[config.mk]
export PLATFORM = sky130hd
export DESIGN_NAME = iq_symbol_assembler
export DESIGN_NICKNAME = d
export VERILOG_FILES = /design/src/rtl/iq_symbol_assembler.sv
export SDC_FILE = /design/constraint.sdc
export NUM_CORES = 1
export LEC_CHECK = 0
export BUFFER_PORTS_ARGS = -buffer_cell sky130_fd_sc_hd__buf_2
export CAP_MARGIN = 5
export CORE_ASPECT_RATIO = 2
export CORE_MARGIN = 5
export CORE_UTILIZATION = 45
export DETAILED_ROUTE_END_ITERATION = 16
export PLACE_DENSITY = 0.69
export SETUP_SLACK_MARGIN = 0.3
export SYNTH_ARGS = -nofsm -noshare
export SYNTH_HDL_FRONTEND = slang
export SYNTH_SLANG_ARGS = --single-unit
[constraint.sdc]
create_clock -name clk -period 4.3 [get_ports clk]
set_input_delay 0.645 -clock clk [delete_from_list [all_inputs] [get_ports clk]]
set_output_delay 0.645 -clock clk [all_outputs]
set_load 0.02 [all_outputs]
[src/rtl/iq_symbol_assembler.sv]
// iq_symbol_assembler: serial-to-parallel I/Q symbol assembler for the OFDM
// transmit path. Collects NUM_SC samples per rail into one symbol word, with
// a second (accumulator) buffer stage, valid/ready handshakes on both sides,
// a synchronous flush and a delivered-symbol counter.
// Optional build macro: PILOT_INSERT_EN (slot PILOT_IDX carries PILOT_I/PILOT_Q
// and the slot counter skips it).
module iq_symbol_assembler #(
    parameter int unsigned DATA_W    = 16,
    parameter int unsigned NUM_SC    = 4,
    parameter int unsigned CNT_W     = 16,
    parameter int unsigned PILOT_IDX = 0,
    parameter logic [DATA_W-1:0] PILOT_I = DATA_W'(16'h0014),
    parameter logic [DATA_W-1:0] PILOT_Q = DATA_W'(16'h0014)
) (
    input  logic                     clk,
    input  logic                     rst_n,
    input  logic                     clr,
    input  logic [DATA_W-1:0]        in_phase,
    input  logic [DATA_W-1:0]        quad_phase,
    input  logic                     in_valid,
    output logic                     in_ready,
    output logic [DATA_W*NUM_SC-1:0] out_phase,
    output logic [DATA_W*NUM_SC-1:0] out_quad,
    output logic                     out_valid,
    input  logic                     out_ready,
    output logic [CNT_W-1:0]         sym_cnt
);

    localparam int unsigned SYM_W = DATA_W * NUM_SC;
    localparam int unsigned K_W   = $clog2(NUM_SC);

`ifdef PILOT_INSERT_EN
    // The pilot slot is never written by data, so the counter starts past it
    // when it sits at slot 0 and stops short of it when it is the top slot.
    localparam int unsigned FIRST_SLOT = (PILOT_IDX == 0) ? 1 : 0;
    localparam int unsigned LAST_SLOT  = (PILOT_IDX == NUM_SC - 1) ? NUM_SC - 2 : NUM_SC - 1;
`else
    localparam int unsigned FIRST_SLOT = 0;
    localparam int unsigned LAST_SLOT  = NUM_SC - 1;
    logic unused_pilot;
    assign unused_pilot = ^{PILOT_I, PILOT_Q, PILOT_IDX};
`endif

    logic [K_W-1:0]   slot;
    logic [K_W-1:0]   slot_next;
    logic             acc_full;
    logic [SYM_W-1:0] acc_i;
    logic [SYM_W-1:0] acc_q;
    logic [SYM_W-1:0] sym_i;
    logic [SYM_W-1:0] sym_q;
    logic             accept;
    logic             complete;
    logic             drain;
    logic             out_free;

    assign in_ready = !acc_full;
    assign accept   = in_valid && !acc_full;
    assign complete = accept && (slot == K_W'(LAST_SLOT));
    assign drain    = out_valid && out_ready;
    assign out_free = !out_valid || out_ready;

    // Next slot index, wrapping at the last data slot and stepping over the pilot.
    always_comb begin
        slot_next = slot + K_W'(1);
        if (slot == K_W'(LAST_SLOT)) begin
            slot_next = K_W'(FIRST_SLOT);
        end
`ifdef PILOT_INSERT_EN
        else if (slot + K_W'(1) == K_W'(PILOT_IDX)) begin
            slot_next = slot + K_W'(2);
        end
`endif
    end

    // Accumulator contents with the sample being accepted this cycle merged in,
    // so a completing symbol can go straight to the output stage.
    always_comb begin
        sym_i = acc_i;
        sym_q = acc_q;
        for (int unsigned j = 0; j < NUM_SC; j++) begin
            if (accept && (slot == K_W'(j))) begin
                sym_i[j*DATA_W +: DATA_W] = in_phase;
                sym_q[j*DATA_W +: DATA_W] = quad_phase;
            end
        end
`ifdef PILOT_INSERT_EN
        sym_i[PILOT_IDX*DATA_W +: DATA_W] = PILOT_I;
        sym_q[PILOT_IDX*DATA_W +: DATA_W] = PILOT_Q;
`endif
    end

    // Accumulator storage: captures each accepted sample into its slot.
    always_ff @(posedge clk or negedge rst_n) begin
        if (!rst_n) begin
            acc_i <= '0;
            acc_q <= '0;
        end else if (!clr && accept) begin
            acc_i <= sym_i;
            acc_q <= sym_q;
        end
    end

    // Slot counter, second-stage occupancy, output stage and symbol counter.
    always_ff @(posedge clk or negedge rst_n) begin
        if (!rst_n) begin
            slot      <= K_W'(FIRST_SLOT);
            acc_full  <= 1'b0;
            out_valid <= 1'b0;
            out_phase <= '0;
            out_quad  <= '0;
            sym_cnt   <= '0;
        end else if (clr) begin
            slot      <= K_W'(FIRST_SLOT);
            acc_full  <= 1'b0;
            out_valid <= 1'b0;
        end else begin
            if (accept) begin
                slot <= slot_next;
            end
            if (drain) begin
                sym_cnt <= sym_cnt + CNT_W'(1);
            end
            // A parked symbol always wins the output stage on a drain; no
            // sample can be accepted while it is parked, so acc is complete.
            if (acc_full && drain) begin
                out_phase <= acc_i;
                out_quad  <= acc_q;
                acc_full  <= 1'b0;
            end else if (complete && out_free) begin
                out_phase <= sym_i;
                out_quad  <= sym_q;
                out_valid <= 1'b1;
            end else if (complete) begin
                acc_full <= 1'b1;
            end else if (drain) begin
                out_valid <= 1'b0;
            end
        end
    end

endmodule

# Word-level counts from Yosys, hierarchy flattened
# Index checks and enable logic that the tools add are counted.
# word_totals
in_bits	37
output_inout_bits	146
word_cells	63
reg_bits	276
# op_classes
n_reduce_logical	22
n_mux	24
n_bitwise	1
eq_ne	6
add_sub_neg	2
# ops
op	n
$mux W64	4
$mux W16	8
$add A16 B1 Y16 const B	1
$logic_and A1 B1 Y1	9
$mux W1	9
$mux W2	3
$reduce_and A2 Y1	3
$reduce_bool A3 Y1	2
$eq A2 B2 Y1 const B	2
$reduce_bool A2 Y1	2
$logic_not A1 Y1	3
$ne A3 B2 Y1 const B	1
$ne A3 B3 Y1 const B	1
$reduce_and A3 Y1	1
$add A2 B1 Y2 const B	1
$eq A2 B1 Y1 const B	1
$logic_not A2 Y1	1
$ne A2 B2 Y1 const B	1
$logic_or A1 B1 Y1	1
$not A1 Y1	1

# Logic depth before layout (Yosys ltp)
# logic_depth
depth_word	7
mapped_depth	7

# Least setup slack after synthesis
# No wires, ideal clock.
# synth_timing
path_kind	in2reg
start	input port clr
end	register acc_i[10]
arrival_time_ns	1.861
path_slack_ns	2.314
stages	4
n_path_buf	2
cell_sequence	clkbuf_1 > nor3_1 > buf_2 > mux2_2
# synth_between
elab_chain_cells	2
# synth_rtl
item	line	rtl
from (decl)	17	input logic clr,
$logic_not A1 Y1	97	end else if (!clr && accept) begin
$logic_and A1 B1 Y1	97	
to (signal assigned)	98	acc_i <= sym_i;
to (decl)	47	logic [SYM_W-1:0] acc_i;
# Every way passes these cells.
# A chain may end at the register's enable or synchronous reset.

# Worst setup path in the final report
# layout_timing
start	register slot[0]
end	register out_phase[11]
# layout_between
elab_chain_cells	5
word_cells_on_any_way	10
classes_between	eq/ne (1); mux (3); reduce/logical (6)
# layout_rtl
item	line	rtl
from (decl)	44	logic [K_W-1:0] slot;
from (signal assigned)	106	slot <= K_W'(FIRST_SLOT);
from (signal assigned)	113	slot <= K_W'(FIRST_SLOT);
from (signal assigned)	118	slot <= slot_next;
$logic_not A2 Y1 or $eq A2 B2 Y1 (tied branches)	81, 58	
$logic_and A1 B1 Y1 (on tied branches)	81, 58	
$mux W16 or $logic_and A1 B1 Y1 (tied branches)	81, 129	
$mux W64 or $reduce_bool A2 Y1 (tied branches)	-	
$mux W64 or $reduce_and A2 Y1 (tied branches)	-	
to (signal assigned)	126	out_phase <= acc_i;
to (signal assigned)	130	out_phase <= sym_i;
to (decl)	22	output logic [DATA_W*NUM_SC-1:0] out_phase,
# Several ways; a longest one is shown, not always the timed one. The select of a mux whose other input is x is not followed.

==> results.py <==
metrics = {
    "global_routing": {
        "grt_pass1_vias": 7547,
        "grt_first_pass_wirelength_microns": 41230,
        "maximum_number_of_pins_on_one_net_before_global_route_repair": 147,
        "grt-ovfl-total": 0,
        "grt_antenna_before_repair": 0,
        "grt_util_all_layers_pct": 17.74,
    },
    "floorplanning": {
        "fp.dieW_microns": 123.3,
        "placeable_core_region_sq_mm": 0.02555,
        "die-height_microns": 236.6,
        "rows": 83,
        "floorplan.die_area_sq_mm": 0.02917,
        "ioPinCount": 183,
        "initial_core_utilization_pct": 45.22,
    },
    "yosys": {
        "synth-warning-count": 0,
        "mappedNetlistNets": 959,
        "syn_area_sq_mm": 0.01155,
        "postSynthCellCount": 917,
        "synth_seq_cells": 276,
        "netlist-cell-type-count": 27,
        "sequential_to_total_area_share_from_yosys_stat_pct": 59.79,
        "postSynthAreaPerCell_sq_um": 12.60,
    },
    "final_layout": {
        "final_nets": 1126,
        "layout-area-overhead-vs-synth_pct": 17.57,
        "layout.cells.most_common": "sky130_fd_sc_hd__dfrtp_1",
        "final_layout_size_suffix_gt1_share_pct": 33.88,
        "final-instance-count-excl-fill": 1438,
        "layout.cells.most_common_list": "276 x sky130_fd_sc_hd__dfrtp_1, 181 x sky130_fd_sc_hd__buf_2, 133 x sky130_fd_sc_hd__nor2_1",
        "util_after_layout_pct": 53.16,
        "antenna_cells_inserted": 0,
    },
    "power_and_ir_drop": {
        "switchingPower_mw": 2.439,
        "internal_power_mw": 5.278,
        "power_frac_seq_pct": 47.2,
        "p_leak_nw": 7.107,
        "proportion_of_power_drawn_by_the_clock_network_pct": 27.4,
        "pwr_density_cell_mw_per_mm2": 568.2,
        "power_switching_share_pct": 31.61,
        "part_of_the_total_power_dissipated_in_combinational_logic_pct": 25.4,
        "peakVddDrop_mv": 0.4113,
    },
    "drt": {
        "wire_per_inst_microns": 17.79,
        "antenna_left": 0,
        "dr.first_iter.drc_count": 318,
        "detail_route.vias_per_cell": 5.160,
        "drc_errors": 0,
        "routed-via-count": 7420,
        "detail_route.first_pass.iterations": 4,
        "totalWireLength_microns": 25580,
    },
    "worst_setup_path": {
        "cp.arrival_ns": 2.76,
        "critical_path_required_ns": 4.75,
        "crit_fanout": 146,
        "r2r.worst_path.cells": 6,
        "timing.critical_path.to_type": "flop",
        "timing.setup.critical_path_class": "flop to flop",
        "launching_element_type_of_the_critical_path": "flop",
    },
    "clock_tree": {
        "postCtsSetupRepairBufs": 0,
        "clock_tree.htree_level_count": 1,
        "clockRootBuffer": "sky130_fd_sc_hd__clkbuf_16",
        "cts_tree": "done",
        "cts.clk_slew.worst_paths_ns": 0.07,
        "cts_buffers": 24,
        "cts_max_path_buffers": 3,
        "resized_gates_after_cts": 0,
        "insertion_delay_ns": 0.53,
        "cts-hold-fix-buffers": 0,
        "clock_sink_count": 276,
    },
    "sta": {
        "drv_slew": 0,
        "maxClockFrequency_mhz": 432.9,
        "layout_min_cycle_time_ns": 2.310,
        "final.period_utilization_pct": 53.72,
        "finalSetupViolCount": 0,
        "rsz0062_at_grt": "no",
        "clock_skew_ns": 0.009340,
        "slew_headroom_pct": 23.82,
        "timing.setup.tns_ns": 0,
        "final_hold_slack_ns": 0.1731,
        "count_of_endpoints_failing_hold_in_the_final_timing_report": 0,
        "max_slew.worst_pin.slew_ns": 1.139,
    },
    "status": {
        "run_status": "completed",
    },
    "placed_design": {
        "place.port_buffers": 182,
        "place.detailed.instances": 1398,
        "gp_congestion": 0.7700,
        "hpwl_microns": 17080,
    },
    "flow_run": {
        "timing.max_cap.violations": 0,
    },
    "min_path": {
        "hold_class": "input port to async pin",
    },
}
==> final timing paths <==
check	from	to	slack, ns
hold / removal	rst_n	out_quad[13]	0.17
min in group clk	out_ready	acc_full	0.38
setup reg to reg	slot[0]	out_phase[11]	1.99
max in group asynchronous	rst_n	out_quad[0]	3.17
setup / recovery	slot[0]	out_phase[11]	1.99
hold reg to reg	sym_cnt[15]	sym_cnt[15]	0.48
==> stage by stage <==
stage | instance area (sq um) | total power, mW | worst slack (ns)
finish | 13580 | 7.717 | 1.990
floorplan | 11550 | 4.905 | 2.314
global placement | 12820 | 5.615 | 1.826
global route | 13580 | 8.163 | 1.818
CTS | 13580 | 7.825 | 2.016
detailed placement | 12820 | 5.689 | 1.791
==> layout make-up <==
| class | count | area (sq um) |
|---|---|---|
| fill | 2266 | 11970 |
| sequential | 276 | 6907 |
| multi-input combinational | 581 | 4393 |
| timing repair buffer | 195 | 1069 |
| clock buffer | 37 | 750.7 |
| tap | 340 | 425.4 |
| inverter | 6 | 22.52 |
| clock inverter | 3 | 15.01 |
==> critical path: stages (launching register included) <==
cell and delay (ns):
sky130_fd_sc_hd__dfrtp_1 0.42, sky130_fd_sc_hd__ha_1 0.30, sky130_fd_sc_hd__a21oi_1 0.15, sky130_fd_sc_hd__a2111oi_4 0.49, sky130_fd_sc_hd__buf_12 0.45, sky130_fd_sc_hd__nor2_1 0.10, sky130_fd_sc_hd__a21oi_1 0.14
==> power groups by stage <==
| stage | combinational [mW] | sequential (mW) | clock [mW] |
|---|---|---|---|
| after global placement | 1.95 | 3.67 | 0 |
| after CTS | 2.00 | 3.65 | 2.17 |
| final | 1.96 | 3.64 | 2.12 |
| after floorplan | 0.818 | 4.09 | 0 |
| after global routing | 2.16 | 3.72 | 2.28 |
| after detailed placement | 2.00 | 3.69 | 0 |
==> cells by family after synthesis <==
family,Yosys count,share of synthesized area (%)
xor+xnor,15,1.137
flops,276,59.79
fa+ha+maj,5,0.5415
simple gates,169,6.282
mux,257,23.67
buf+inv,60,2.513
compound gates,135,6.076
==> sequential cells by signal, indices dropped and copies added, names as in the netlist <==
name	count
out_valid	1
out_quad	64
acc_q	64
sym_cnt	16
slot	2
acc_full	1
acc_i	64
out_phase	64
==> cells in the mapped netlist <==
master / count / share of area, %
sky130_fd_sc_hd__dfrtp_1: 276 / 60
sky130_fd_sc_hd__nor2_1: 133 / 4.3
sky130_fd_sc_hd__a21oi_1: 132 / 5.7
sky130_fd_sc_hd__mux2_2: 129 / 13
sky130_fd_sc_hd__mux2i_1: 128 / 11
sky130_fd_sc_hd__buf_2: 52 / 2.3
sky130_fd_sc_hd__xnor2_1: 9 / 0.68
sky130_fd_sc_hd__nand2_1: 8 / 0.26
sky130_fd_sc_hd__nand3_1: 8 / 0.35
sky130_fd_sc_hd__inv_1: 6 / 0.19
sky130_fd_sc_hd__xor2_1: 6 / 0.45
sky130_fd_sc_hd__ha_1: 5 / 0.54
sky130_fd_sc_hd__nand4_1: 4 / 0.22
sky130_fd_sc_hd__nor3_1: 4 / 0.17
sky130_fd_sc_hd__and3_1: 2 / 0.11
sky130_fd_sc_hd__clkbuf_1: 2 / 0.065
sky130_fd_sc_hd__nor2b_1: 2 / 0.11
sky130_fd_sc_hd__nor3b_2: 2 / 0.22
sky130_fd_sc_hd__a2111oi_4: 1 / 0.24
sky130_fd_sc_hd__a221oi_1: 1 / 0.076
sky130_fd_sc_hd__and4_1: 1 / 0.076
sky130_fd_sc_hd__and4b_1: 1 / 0.087
sky130_fd_sc_hd__nand2b_1: 1 / 0.054
sky130_fd_sc_hd__nand3b_2: 1 / 0.097
sky130_fd_sc_hd__nor3_4: 1 / 0.14
sky130_fd_sc_hd__o21ai_0: 1 / 0.043
sky130_fd_sc_hd__or3b_2: 1 / 0.076
==> routing by layer <==
| metal | part of all wire (%) | vias up | wire (microns) | global-route usage [%] |
|---|---|---|---|---|
| li1 | - | 3516 | - | - |
| met1 | 39 | 3726 | 9917 | 21.23 |
| met2 | 55 | 148 | 13960 | 32.03 |
| met3 | 4.3 | 30 | 1106 | 2.653 |
| met4 | 2.3 | 0 | 587 | 5.849 |
| met5 | 0 | - | 0 | 0 |
Power figures use the tool's default switching activity.
